==> src/rtl/ascon_perm_sequencer_if.sv <==
// Handshake bundle between the ASCON permutation sequencer, the mode controller,
// the external round counter and the permutation datapath.
interface ascon_perm_sequencer_if #(
  parameter int CTR_W = 5
);
  logic             perm_req;
  logic [3:0]       perm_rounds;
  logic [CTR_W-1:0] counter;
  logic             permutation_start;
  logic             permutation_ready;
  logic             round_en;
  logic [7:0]       round_const;
  logic             perm_busy;
  logic             perm_done;
  logic             perm_err;
  logic             sync_err;

  modport slave (
    input  perm_req, perm_rounds, counter,
    output permutation_start, permutation_ready, round_en, round_const,
           perm_busy, perm_done, perm_err, sync_err
  );

  modport master (
    output perm_req, perm_rounds, counter,
    input  permutation_start, permutation_ready, round_en, round_const,
           perm_busy, perm_done, perm_err, sync_err
  );
endinterface

==> src/rtl/ascon_perm_sequencer.sv <==
// ASCON permutation sequencer: runs the round-counter handshake and emits per-round constants.
// Optional macro ASCON_PERM_SEQ_CHECK_EN adds a shadow counter that flags counter desync on sync_err.
module ascon_perm_sequencer #(
  parameter int MAX_ROUNDS = 12,
  parameter int CTR_W      = 5
) (
  input  logic                   clk,
  input  logic                   rst,
  ascon_perm_sequencer_if.slave  bus
);

  localparam logic [1:0] S_IDLE = 2'd0;
  localparam logic [1:0] S_RUN  = 2'd1;
  localparam logic [1:0] S_DONE = 2'd2;

  localparam logic [3:0] MAX_R = MAX_ROUNDS[3:0];

  logic [1:0]       r_state;
  logic [3:0]       r_rounds;
  logic             r_permErr;

  logic             w_legal;
  logic [CTR_W-1:0] w_roundsExt;
  logic             w_inRange;
  logic             w_lastOrPast;
  logic [3:0]       w_idx;
  logic             w_start;
  logic             w_done;
  logic             w_roundEn;

  assign w_legal      = (bus.perm_rounds != 4'd0) && (bus.perm_rounds <= MAX_R);
  assign w_roundsExt  = {{(CTR_W-4){1'b0}}, r_rounds};
  assign w_inRange    = bus.counter < w_roundsExt;
  // Also catches a corrupted counter already past the end, so the run still closes.
  assign w_lastOrPast = bus.counter >= (w_roundsExt - CTR_W'(1));
  // Short runs use the tail of the 12-entry table.
  assign w_idx        = MAX_R - r_rounds + bus.counter[3:0];

  assign w_start   = (r_state == S_RUN);
  assign w_done    = (r_state == S_DONE);
  assign w_roundEn = w_start && w_inRange;

  assign bus.permutation_start = w_start;
  assign bus.permutation_ready = w_done;
  assign bus.perm_done         = w_done;
  assign bus.perm_busy         = w_start || w_done;
  assign bus.round_en          = w_roundEn;
  assign bus.round_const       = w_roundEn ? {~w_idx, w_idx} : 8'h00;
  assign bus.perm_err          = r_permErr;

  always_ff @(posedge clk) begin
    if (rst) begin
      r_state   <= S_IDLE;
      r_rounds  <= 4'd0;
      r_permErr <= 1'b0;
    end else begin
      r_permErr <= 1'b0;
      case (r_state)
        S_IDLE: begin
          if (bus.perm_req) begin
            if (w_legal) begin
              r_rounds <= bus.perm_rounds;
              r_state  <= S_RUN;
            end else begin
              r_permErr <= 1'b1;
            end
          end
        end
        S_RUN: begin
          if (w_lastOrPast) r_state <= S_DONE;
        end
        S_DONE:  r_state <= S_IDLE;
        default: r_state <= S_IDLE;
      endcase
    end
  end

`ifdef ASCON_PERM_SEQ_CHECK_EN
  logic [CTR_W-1:0] r_shadow;
  logic             r_syncErr;

  // Shadow follows the same clear/increment rule as the external round counter.
  always_ff @(posedge clk) begin
    if (rst) begin
      r_shadow  <= '0;
      r_syncErr <= 1'b0;
    end else begin
      if (w_done || !w_start) r_shadow <= '0;
      else                    r_shadow <= r_shadow + CTR_W'(1);
      if (w_start && (r_shadow != bus.counter)) r_syncErr <= 1'b1;
    end
  end

  assign bus.sync_err = r_syncErr;
`else
  assign bus.sync_err = 1'b0;
`endif

endmodule
==> src/flat_wrapper.sv <==
// flat-port wrapper written by rule: the top's interface ports become plain ports
module ascon_perm_sequencer_flat 
#(
  parameter int MAX_ROUNDS = 12,
  parameter int CTR_W      = 5
)
  (clk, rst, bus_perm_req, bus_perm_rounds, bus_counter, bus_permutation_start, bus_permutation_ready, bus_round_en, bus_round_const, bus_perm_busy, bus_perm_done, bus_perm_err, bus_sync_err);
  ascon_perm_sequencer_if #(.CTR_W(CTR_W)) bus_i ();
  input  logic clk;
  input  logic rst;
  input wire logic [$bits(bus_i.perm_req)-1:0] bus_perm_req;
  input wire logic [$bits(bus_i.perm_rounds)-1:0] bus_perm_rounds;
  input wire logic [$bits(bus_i.counter)-1:0] bus_counter;
  output wire logic [$bits(bus_i.permutation_start)-1:0] bus_permutation_start;
  output wire logic [$bits(bus_i.permutation_ready)-1:0] bus_permutation_ready;
  output wire logic [$bits(bus_i.round_en)-1:0] bus_round_en;
  output wire logic [$bits(bus_i.round_const)-1:0] bus_round_const;
  output wire logic [$bits(bus_i.perm_busy)-1:0] bus_perm_busy;
  output wire logic [$bits(bus_i.perm_done)-1:0] bus_perm_done;
  output wire logic [$bits(bus_i.perm_err)-1:0] bus_perm_err;
  output wire logic [$bits(bus_i.sync_err)-1:0] bus_sync_err;
  assign bus_i.perm_req = bus_perm_req;
  assign bus_i.perm_rounds = bus_perm_rounds;
  assign bus_i.counter = bus_counter;
  assign bus_permutation_start = bus_i.permutation_start;
  assign bus_permutation_ready = bus_i.permutation_ready;
  assign bus_round_en = bus_i.round_en;
  assign bus_round_const = bus_i.round_const;
  assign bus_perm_busy = bus_i.perm_busy;
  assign bus_perm_done = bus_i.perm_done;
  assign bus_perm_err = bus_i.perm_err;
  assign bus_sync_err = bus_i.sync_err;
  ascon_perm_sequencer #(.MAX_ROUNDS(MAX_ROUNDS), .CTR_W(CTR_W)) u_core (.clk(clk), .rst(rst), .bus(bus_i));
endmodule
==> config.mk <==
export PLATFORM = sky130hd
export DESIGN_NAME = ascon_perm_sequencer_flat
export DESIGN_NICKNAME = d
export VERILOG_FILES = /design/src/rtl/ascon_perm_sequencer_if.sv /design/src/rtl/ascon_perm_sequencer.sv /design/src/flat_wrapper.sv
export SDC_FILE = /design/constraint.sdc
export NUM_CORES = 1
export LEC_CHECK = 0
export BUFFER_PORTS_ARGS = -buffer_cell sky130_fd_sc_hd__buf_4
export CORE_UTILIZATION = 48
export DETAILED_ROUTE_END_ITERATION = 8
export PLACE_DENSITY = 0.78
export SYNTH_ARGS = -nofsm -noshare
export SYNTH_HDL_FRONTEND = slang
export SYNTH_SLANG_ARGS = --single-unit
==> constraint.sdc <==
create_clock -name clk -period 2.7 [get_ports clk]
set_input_delay 0.405 -clock clk [delete_from_list [all_inputs] [get_ports clk]]
set_output_delay 0.405 -clock clk [all_outputs]
set_load 0.005 [all_outputs]
* Word-level counts from Yosys, hierarchy flattened
Index checks and enable logic that the tools add are counted.
** Word-level totals
- Bits in registers :: 7
- Latch bits :: 0
- Memory bits (writable) :: 0
- Memory bits (read-only) :: 0
- Input port bits :: 12
- Output and inout bits :: 15
- Word-level logic and storage cells :: 31
- Memories :: 0
** Cells by class
- Add/subtract/negate cells :: 3
- Multiply operators :: 0
- Div/mod/pow operators :: 0
- Order comparisons :: 3
- Equal/unequal tests :: 5
- Shift-type cells :: 0
- Multiplexer cells :: 6
- Bitwise operators :: 3
- Reductions and logical operators :: 8
** Operator list (number)
- 8-bit 2-to-1 mux :: 1
- 2-bit 2-to-1 mux :: 3
- 3-bit AND reduction :: 2
- 5-bit >= comparator :: 1
- 5-bit by 4-bit less-than comparator with 1-bit output :: 1
- 4-bit by 1-bit subtractor with 5-bit output, second input constant :: 1
- 4-bit adder :: 1
- 4-bit <= comparator, second input constant :: 1
- 2-bit by 1-bit != test with 1-bit output, second input constant :: 2
- 4-bit NOT :: 1
- 2-bit case mux with 2 select lines :: 1
- 4-bit nonzero test :: 1
- 4-bit subtractor, first input constant :: 1
- 3-bit OR reduction :: 1
- 2-bit by 1-bit == test with 1-bit output, second input constant :: 1
- 2-bit == test, second input constant :: 1
- 1-bit logical AND :: 2
- 2-bit zero test :: 1
- 2-bit != test, second input constant :: 1
- 1-bit NOT :: 2
- 1-bit logical OR :: 1
- 1-bit 2-to-1 mux :: 1

* Logic depth before layout (Yosys ltp)
Gate-level depths: netlist of run 1.
- Depth in word-level cells :: 5
- Mapped depth :: 9
- Depth with buffers taken out :: 9

* Worst setup path after synthesis of run 1
OpenSTA, ideal clock, no wires.
- Path kind :: input-to-output
- From :: input port bus_counter[1]
- To :: output port bus_round_const[7]
- Arrival time :: 1.676 ns
- Data required time :: 2.295 ns
- Slack :: 0.619 ns
- Stages :: 7
- Path buffers :: 0
- Cell sequence :: ha_1 -> ha_1 -> inv_1 -> fa_1 -> xnor2_1 -> xnor2_1 -> and2_1
** On the way
- Longest elaborated chain between the ends :: 3
- Elaborated cells between the ends (all ways) :: 5
- Classes of those cells :: add/sub (1); order compare (1); mux (1); bitwise (1); reduce/logical (1)
** Ends and longest elaborated chain
- start, declared :: RTL line flat_wrapper.sv:13 : input wire logic [$bits(bus_i.counter)-1:0] bus_counter;
- 5-bit by 4-bit less-than comparator with 1-bit output or 4-bit adder (tied branches) :: RTL line ascon_perm_sequencer.sv:33, ascon_perm_sequencer.sv:37
- 1-bit logical AND or 4-bit NOT (tied branches) :: RTL line ascon_perm_sequencer.sv:41, ascon_perm_sequencer.sv:48
- 8-bit 2-to-1 mux * :: RTL line ascon_perm_sequencer.sv:48 : assign bus.round_const = w_roundEn ? {~w_idx, w_idx} : 8'h00;
- end, declared :: RTL line flat_wrapper.sv:17 : output wire logic [$bits(bus_i.round_const)-1:0] bus_round_const;
Mark *: on every way between the ends. The rest lies on a longest branch, timed or not.

* Worst setup path after layout of run 1
- From :: register u_core.r_rounds[1]
- To :: output port bus_round_const[7]
** On the way
- Longest elaborated chain between the ends :: 4
- Elaborated cells between the ends (all ways) :: 6
- Classes of those cells :: add/sub (2); order compare (1); mux (1); bitwise (1); reduce/logical (1)
** Ends and longest elaborated chain
- start, declared :: RTL line ascon_perm_sequencer.sv:19 : logic [3:0] r_rounds;
- start signal, assigned :: RTL line ascon_perm_sequencer.sv:62 : r_rounds <= bus.perm_rounds;
- 4-bit subtractor :: RTL line ascon_perm_sequencer.sv:37 : assign w_idx = MAX_R - r_rounds + bus.counter[3:0];
- 4-bit adder :: RTL line ascon_perm_sequencer.sv:37
- 4-bit NOT :: RTL line ascon_perm_sequencer.sv:48
- 8-bit 2-to-1 mux * :: RTL line ascon_perm_sequencer.sv:48
Marks and branches as above.

==> out/summary.json, run 1 <==
{
  "outcome": {"value": "finished, final reports clean"},
  "power_density": {"value": 428.2, "unit": "mW/mm²"},
  "dpl_cell_area": {"value": 925.9, "unit": "µm²"},
  "row_count": {"value": 13},
  "internal_power": {"value": 0.2694, "unit": "mW"},
  "critPathKind": {"value": "reg2out"},
  "grt_pass1_wl": {"value": 1780, "unit": "µm"},
  "number_of_nets_in_the_synthesized_netlist": {"value": 113},
  "grt_antenna_before_repair": {"value": 0},
  "setup_viol": {"value": 0},
  "final_cell_count_no_fill": {"value": 126},
  "timing.critical_path.required": {"value": 2.30, "unit": "ns"},
  "dp.cells": {"value": 122},
  "gp_congestion": {"value": 0.8035},
  "finalInstanceArea": {"value": 962.2, "unit": "µm²"},
  "clock_insertion_delay_worst_skew": {"value": 0.25, "unit": "ns"},
  "detailedPlacementHpwl": {"value": 1112, "unit": "µm"},
  "num_antenna_cells": {"value": 0},
  "postCtsSetupBuffers": {"value": 0},
  "crit_path_end_kind": {"value": "output port"},
  "floorplan_die_height": {"value": 41.22, "unit": "µm"},
  "synth_seq_cells": {"value": 7},
  "clock_sink_count": {"value": 7},
  "series_of_cell_instances_along_the_critical_path": {"value": "inv_1 -> ha_1 -> ha_1 -> inv_1 -> fa_2 -> xnor2_2 -> xnor2_1 -> and2_1 -> buf_4"},
  "number_of_cells_on_the_critical_path": {"value": 9},
  "layout_commonest_cell": {"value": "sky130_fd_sc_hd__buf_4"},
  "r2r_cells": {"value": 9},
  "worst_path_arrival_time": {"value": 2.10, "unit": "ns"},
  "ios": {"value": 27},
  "worstHoldPathType": {"value": "in2reg"},
  "num_vias": {"value": 605},
  "crit_path_start_kind": {"value": "flop"},
  "timing.critical_path.slowest_stage_cell": {"value": "sky130_fd_sc_hd__dfxtp_1"},
  "synth_seq_area_share": {"value": 18.98, "unit": "%"},
  "effective_utilization_at_floorplan": {"value": 54.03, "unit": "%"},
  "worst_r2r_endpoint": {"value": "u_core.r_state[0]"},
  "ir_worst_vdd": {"value": 331.8, "unit": "µV"},
  "finalWorstSetupSlack": {"value": 0.1961, "unit": "ns"},
  "drt_wl_total": {"value": 1286, "unit": "µm"},
  "post_route_cells_drive_above_1_share": {"value": 32.43, "unit": "%"},
  "library_cell_used_as_clock_root_buffer": {"value": "sky130_fd_sc_hd__clkbuf_4"},
  "netSwitchingFraction": {"value": 34.62, "unit": "%"},
  "maximum_root_to_sink_buffer_count": {"value": 2},
  "htree_levels": {"value": 1},
  "sw_power": {"value": 0.1426, "unit": "mW"},
  "tritoncts_clock_tree": {"value": "yes"},
  "cts_made_buffers": {"value": 3},
  "cp_slowest_stage_delay": {"value": 0.35, "unit": "ns"},
  "port-buffer-count": {"value": 25},
  "dp_slack": {"value": 0.3104, "unit": "ns"},
  "layout.core_utilization": {"value": 70.42, "unit": "%"},
  "finalCritPeriodShare": {"value": 92.74, "unit": "%"},
  "post_synth.cell_area_avg": {"value": 8.685, "unit": "µm²"},
  "die-area": {"value": 0.001699, "unit": "mm²"},
  "timing_hold_violations_final": {"value": 0},
  "drt_first_pass_iters": {"value": 3},
  "rr_startpoint": {"value": "u_core.r_rounds[0]"},
  "fin_skew": {"value": 0.002827, "unit": "ns"},
  "share_seq_of_total_power": {"value": 29.5, "unit": "%"},
  "synthCells": {"value": 85},
  "clock_power_share": {"value": 23.6, "unit": "%"},
  "yosys.cell_types.count": {"value": 28},
  "power.share.combinational": {"value": 46.9, "unit": "%"},
  "final-max-slew-violation-count": {"value": 0},
  "die-width": {"value": 41.22, "unit": "µm"},
  "cts.reportedPaths.clkPinSlew": {"value": 0.05, "unit": "ns"},
  "critPathBufInv": {"value": 3},
  "layout.nets": {"value": 140},
  "grt_util_all_layers": {"value": 16.85, "unit": "%"},
  "timing.critical_path.fanout_max": {"value": 3},
  "drc_errors": {"value": 0},
  "ant_nets": {"value": 0},
  "syn2layout_area_growth": {"value": 30.34, "unit": "%"},
  "cp-startpoint": {"value": "u_core.r_rounds[1]"},
  "first_global_vias": {"value": 452},
  "mapped_cell_area": {"value": 738.2, "unit": "µm²"},
  "critPathTopFamily": {"value": "adder cells"},
  "totalNegativeSetupSlack": {"value": 0, "unit": "ns"},
  "drt-wirelength-per-cell": {"value": 10.21, "unit": "µm"},
  "rsz0062_at_grt": {"value": "false"},
  "p_leak": {"value": 0.4821, "unit": "nW"},
  "grt_overflow": {"value": 0},
  "detailedRoute.firstIterationViolations": {"value": 6},
  "worst-r2r-setup-slack": {"value": 0.74, "unit": "ns"},
  "mostFrequentLayoutCells": {"value": "25 x sky130_fd_sc_hd__buf_4, 14 x sky130_fd_sc_hd__ha_1, 10 x sky130_fd_sc_hd__inv_1, 10 x sky130_fd_sc_hd__nor2_1, 7 x sky130_fd_sc_hd__dfxtp_1"},
  "layout_min_cycle_time": {"value": 2.504, "unit": "ns"},
  "cap_violations": {"value": 0},
  "yosys_warnings": {"value": 0},
  "core": {"value": 0.001366, "unit": "mm²"},
  "avgViaCountPerCell": {"value": 4.802},
  "max_clock_freq": {"value": 0.3994, "unit": "GHz"},
  "worstSetupEndpoint": {"value": "bus_round_const[7]"},
  "grt_start_max_net_pins": {"value": 10}
}
layer usage:
metal,track usage (%),part of all wire (%),up-vias
met5,0,0,-
met1,18.51,45,262
met3,9.783,5.9,0
met4,2.419,0,0
met2,28.52,49,16
li1,-,-,327
cell type report:
| cell class | count | area [µm²] |
|---|---|---|
| Timing Repair Buffer | 25 | 187.7 |
| Sequential cell | 7 | 140.1 |
| Clock buffer | 4 | 26.28 |
| Fill cell | 117 | 404.1 |
| Tap cell | 15 | 18.77 |
| Inverter | 12 | 45.04 |
| Multi-Input combinational cell | 63 | 544.3 |
cell families after synthesis:
logic type / after synthesis / share of synthesized area, %
flip-flops: 7 / 18.98
XOR/XNOR: 4 / 4.745
buffers and inverters: 15 / 8.644
AND/OR/NAND/NOR: 30 / 23.56
multiplexers: 5 / 6.780
other: 1 / 0.5080
adder cells (fa/ha/maj): 16 / 29.15
AO/OA/AOI/OAI: 7 / 7.627
worst reg2reg max path, stage by stage (launching register included):
cell and delay [ns]:
sky130_fd_sc_hd__dfxtp_1 0.36, sky130_fd_sc_hd__inv_1 0.08, sky130_fd_sc_hd__ha_1 0.23, sky130_fd_sc_hd__xnor2_1 0.13, sky130_fd_sc_hd__ha_1 0.29, sky130_fd_sc_hd__a21oi_1 0.11
sky130_fd_sc_hd__o21ai_0 0.11, sky130_fd_sc_hd__a31oi_1 0.29, sky130_fd_sc_hd__a21oi_2 0.09, sky130_fd_sc_hd__o32ai_2 0.20
state kept, by name, summed over array words and instances (netlist names):
signal / flops
u_core.bus.perm_err: 1
u_core.r_rounds: 4
u_core.r_state: 2
worst min-delay path by stage:
stage	start	endpoint	slack [ns]	cells past startpoint
finish	rst	u_core.r_rounds[1]	0.38	2
global placement	u_core.r_state[1]	u_core.r_state[1]	0.48	2
floorplan	u_core.r_state[1]	u_core.r_state[1]	0.47	2
detailed placement	u_core.r_state[1]	u_core.r_state[1]	0.50	2
global route	rst	u_core.r_rounds[3]	0.37	2
CTS	rst	u_core.r_rounds[2]	0.37	2
what timing repair did:
action | CTS | global route
gates resized for setup | 0 | 2
hold buffers | 0 | 0
endpoints found under the setup margin | 0 | 1
endpoints found under the hold margin | 0 | 0
power by group through the flow:
stage | Combinational (mW) | Sequential [mW] | Clock (mW)
after floorplan | 0.133 | 0.122 | 0
after global placement | 0.185 | 0.123 | 0
after detailed placement | 0.188 | 0.124 | 0
after CTS | 0.189 | 0.122 | 0.103
after global routing | 0.218 | 0.123 | 0.112
final | 0.193 | 0.121 | 0.0974
cell usage after synthesis, drive strengths merged:
| cell type | count | share of area, % |
|---|---|---|
| o32ai | 1 | 2.2 |
| ha | 14 | 24 |
| nor2 | 10 | 5.1 |
| buf | 3 | 2.5 |
| nor4 | 1 | 2.9 |
| nand2b | 3 | 2.5 |
| dfxtp | 7 | 19 |
| nor3 | 3 | 3.6 |
| conb | 1 | 0.51 |
| nand3b | 1 | 1.0 |
| and3 | 1 | 0.85 |
| a21oi | 2 | 1.9 |
| and2 | 4 | 3.4 |
| xnor2 | 4 | 4.7 |
| nor2b | 1 | 0.85 |
| fa | 2 | 5.4 |
| inv | 12 | 6.1 |
| mux2i | 5 | 6.8 |
| a31oi | 1 | 0.85 |
| o21ai | 2 | 1.4 |
| nand3 | 2 | 1.4 |
| o211a | 1 | 1.4 |
| nand2 | 4 | 2.0 |
per-stage QoR:
step / power [mW] / hold slack (ns)
floorplan: 0.2549 / 0.4658
global placement: 0.3077 / 0.4847
detailed placement: 0.3118 / 0.5029
CTS: 0.4134 / 0.3714
global route: 0.4528 / 0.3668
finish: 0.4120 / 0.3821
Note: power is estimated with default switching activity, not from simulation.
==> run 2: changes to the inputs <==
- PLACE_DENSITY: 0.78 -> 0.75
- SLEW_MARGIN: not set -> 20
==> run 2 against run 1 <==
Net effect:
- sequential cell count unchanged
- clock skew down 0.0027 ns
- largest power group unchanged
- combinational power down 3%
- global-route usage up 3.2 points
- via count up 0.83%
- utilization down 0.73 points
==> out/summary.json, run 2 (same netlist as run 1, synthesis figures left out) <==
{
  "rsz0062_at_grt": {"value": "false"},
  "finalCritPeriodShare": {"value": 92.39, "unit": "%"},
  "timing.critical_path.slowest_stage_cell": {"value": "sky130_fd_sc_hd__fa_1"},
  "flip_flop_count_of_the_largest_register_after_layout": {"value": 4},
  "grt_util_all_layers": {"value": 20.04, "unit": "%"},
  "clock_insertion_delay_worst_skew": {"value": 0.26, "unit": "ns"},
  "final-max-slew-violation-count": {"value": 0},
  "mostFrequentLayoutCells": {"value": "25 x sky130_fd_sc_hd__buf_4, 14 x sky130_fd_sc_hd__ha_1, 10 x sky130_fd_sc_hd__inv_1, 10 x sky130_fd_sc_hd__nor2_1, 7 x sky130_fd_sc_hd__dfxtp_1"},
  "layout_commonest_cell": {"value": "sky130_fd_sc_hd__buf_4"},
  "fin_skew": {"value": 0.0001387, "unit": "ns"},
  "clock_sink_count": {"value": 7},
  "core": {"value": 0.001366, "unit": "mm²"},
  "cap_violations": {"value": 0},
  "worst-r2r-setup-slack": {"value": 0.73, "unit": "ns"},
  "detailedPlacementHpwl": {"value": 1208, "unit": "µm"},
  "holdPathEnd": {"value": "u_core.r_rounds[1]"},
  "ios": {"value": 27},
  "layout.nets": {"value": 140},
  "timing.critical_path.required": {"value": 2.30, "unit": "ns"},
  "rr_startpoint": {"value": "u_core.r_rounds[0]"},
  "grt_overflow": {"value": 0},
  "grt_antenna_before_repair": {"value": 0},
  "cp_slowest_stage_delay": {"value": 0.37, "unit": "ns"},
  "maximum_root_to_sink_buffer_count": {"value": 2},
  "holdBufCountCts": {"value": 0},
  "ctsResizeCount": {"value": 0},
  "drt_wl_total": {"value": 1343, "unit": "µm"},
  "grt_start_max_net_pins": {"value": 10},
  "r2r_cells": {"value": 9},
  "worst_path_arrival_time": {"value": 2.09, "unit": "ns"},
  "htree_levels": {"value": 1},
  "ant_nets": {"value": 0},
  "port-buffer-count": {"value": 25},
  "crit_path_end_kind": {"value": "output port"},
  "drt-wirelength-per-cell": {"value": 10.66, "unit": "µm"},
  "cts_made_buffers": {"value": 3},
  "critPathKind": {"value": "reg2out"},
  "p_leak": {"value": 0.4772, "unit": "nW"},
  "max_clock_freq": {"value": 0.4009, "unit": "GHz"},
  "worstHoldPathType": {"value": "in2reg"},
  "avgViaCountPerCell": {"value": 4.841},
  "layout_min_cycle_time": {"value": 2.494, "unit": "ns"},
  "tritoncts_clock_tree": {"value": "yes"},
  "library_cell_used_as_clock_root_buffer": {"value": "sky130_fd_sc_hd__clkbuf_4"},
  "syn2layout_area_growth": {"value": 28.98, "unit": "%"},
  "ir_worst_vdd": {"value": 326.9, "unit": "µV"},
  "first_global_vias": {"value": 558},
  "timing_hold_violations_final": {"value": 0},
  "totalNegativeSetupSlack": {"value": 0, "unit": "ns"},
  "row_count": {"value": 13},
  "critPathTopFamily": {"value": "adder cells"},
  "timing.critical_path.fanout_max": {"value": 3},
  "drt_first_pass_iters": {"value": 2},
  "detailedRoute.firstIterationViolations": {"value": 3},
  "num_antenna_cells": {"value": 0},
  "setup_viol": {"value": 0},
  "series_of_cell_instances_along_the_critical_path": {"value": "inv_1 -> ha_1 -> ha_1 -> inv_1 -> fa_1 -> xnor2_1 -> xnor2_1 -> and2_1 -> buf_4"},
  "die-area": {"value": 0.001699, "unit": "mm²"},
  "effective_utilization_at_floorplan": {"value": 54.03, "unit": "%"},
  "drc_errors": {"value": 0},
  "power_density": {"value": 428.3, "unit": "mW/mm²"},
  "floorplan_die_height": {"value": 41.22, "unit": "µm"},
  "post_route_cells_drive_above_1_share": {"value": 30.63, "unit": "%"},
  "postCtsSetupBuffers": {"value": 0},
  "die-width": {"value": 41.22, "unit": "µm"},
  "registers.top_by_ff_count": {"value": "u_core.r_rounds"},
  "gp_congestion": {"value": 0.8710},
  "cts.reportedPaths.clkPinSlew": {"value": 0.05, "unit": "ns"},
  "grt_pass1_wl": {"value": 2214, "unit": "µm"},
  "worst_r2r_endpoint": {"value": "u_core.r_state[0]"},
  "worst_hold_slack": {"value": 0.3805, "unit": "ns"},
  "num_vias": {"value": 610},
  "worstHoldPathCells": {"value": 2},
  "hold_path.startpoint": {"value": "rst"},
  "critPathBufInv": {"value": 3},
  "crit_path_start_kind": {"value": "flop"},
  "nFillCells": {"value": 115},
  "outcome": {"value": "finished, final reports clean"}
}
==> run 2: report_power, final <==
| part | switching, mW | total (mW) | internal, mW | leakage [nW] |
|---|---|---|---|---|
| Sequential | 0.00798 | 0.121 | 0.113 | 0.0573 |
| Combinational | 0.0924 | 0.188 | 0.0956 | 0.405 |
| Clock | 0.0419 | 0.0985 | 0.0566 | 0.0150 |
| Total | 0.142 | 0.408 | 0.266 | 0.477 |
==> run 2: per-stage QoR <==
step | utilization, % | total power [mW] | cells | setup slack [ns] | instance area [µm²]
finish | 69.69 | 0.4078 | 126 | 0.2055 | 952.2
global route | 69.69 | 0.4503 | 126 | 0.05255 | 952.2
CTS | 69.69 | 0.4134 | 126 | 0.1911 | 952.2
detailed placement | 67.77 | 0.3145 | 122 | 0.3524 | 925.9
global placement | 67.77 | 0.3077 | 122 | 0.3890 | 925.9
floorplan | - | 0.2549 | 85 | 0.6186 | 738.2
==> run 2: metal layers <==
layer  up-vias  track usage [%]  part of all wire [%]
met3         2            6.522                   4.9
met4         0            4.839                  0.74
met2        15            33.98                    49
met1       268            24.26                    45
li1        325                -                     -
met5         -                0                     0
==> run 2: worst max-delay path by stage <==
stage	cells past startpoint	startpoint	endpoint	slack, ns
floorplan	7	bus_counter[1]	bus_round_const[7]	0.62
global placement	9	bus_counter[1]	bus_round_const[7]	0.39
detailed placement	9	bus_counter[1]	bus_round_const[7]	0.35
CTS	9	u_core.r_rounds[1]	bus_round_const[7]	0.19
global route	9	u_core.r_rounds[1]	bus_round_const[7]	0.05
finish	9	u_core.r_rounds[1]	bus_round_const[7]	0.21
==> run 2: cell type report <==
class | count | area, µm² | area share, %
Timing Repair Buffer | 25 | 187.7 | 19.71
Multi-Input combinational cell | 63 | 534.3 | 56.11
Clock buffer | 4 | 26.28 | 2.760
Inverter | 12 | 45.04 | 4.731
Tap cell | 15 | 18.77 | 1.971
Sequential cell | 7 | 140.1 | 14.72
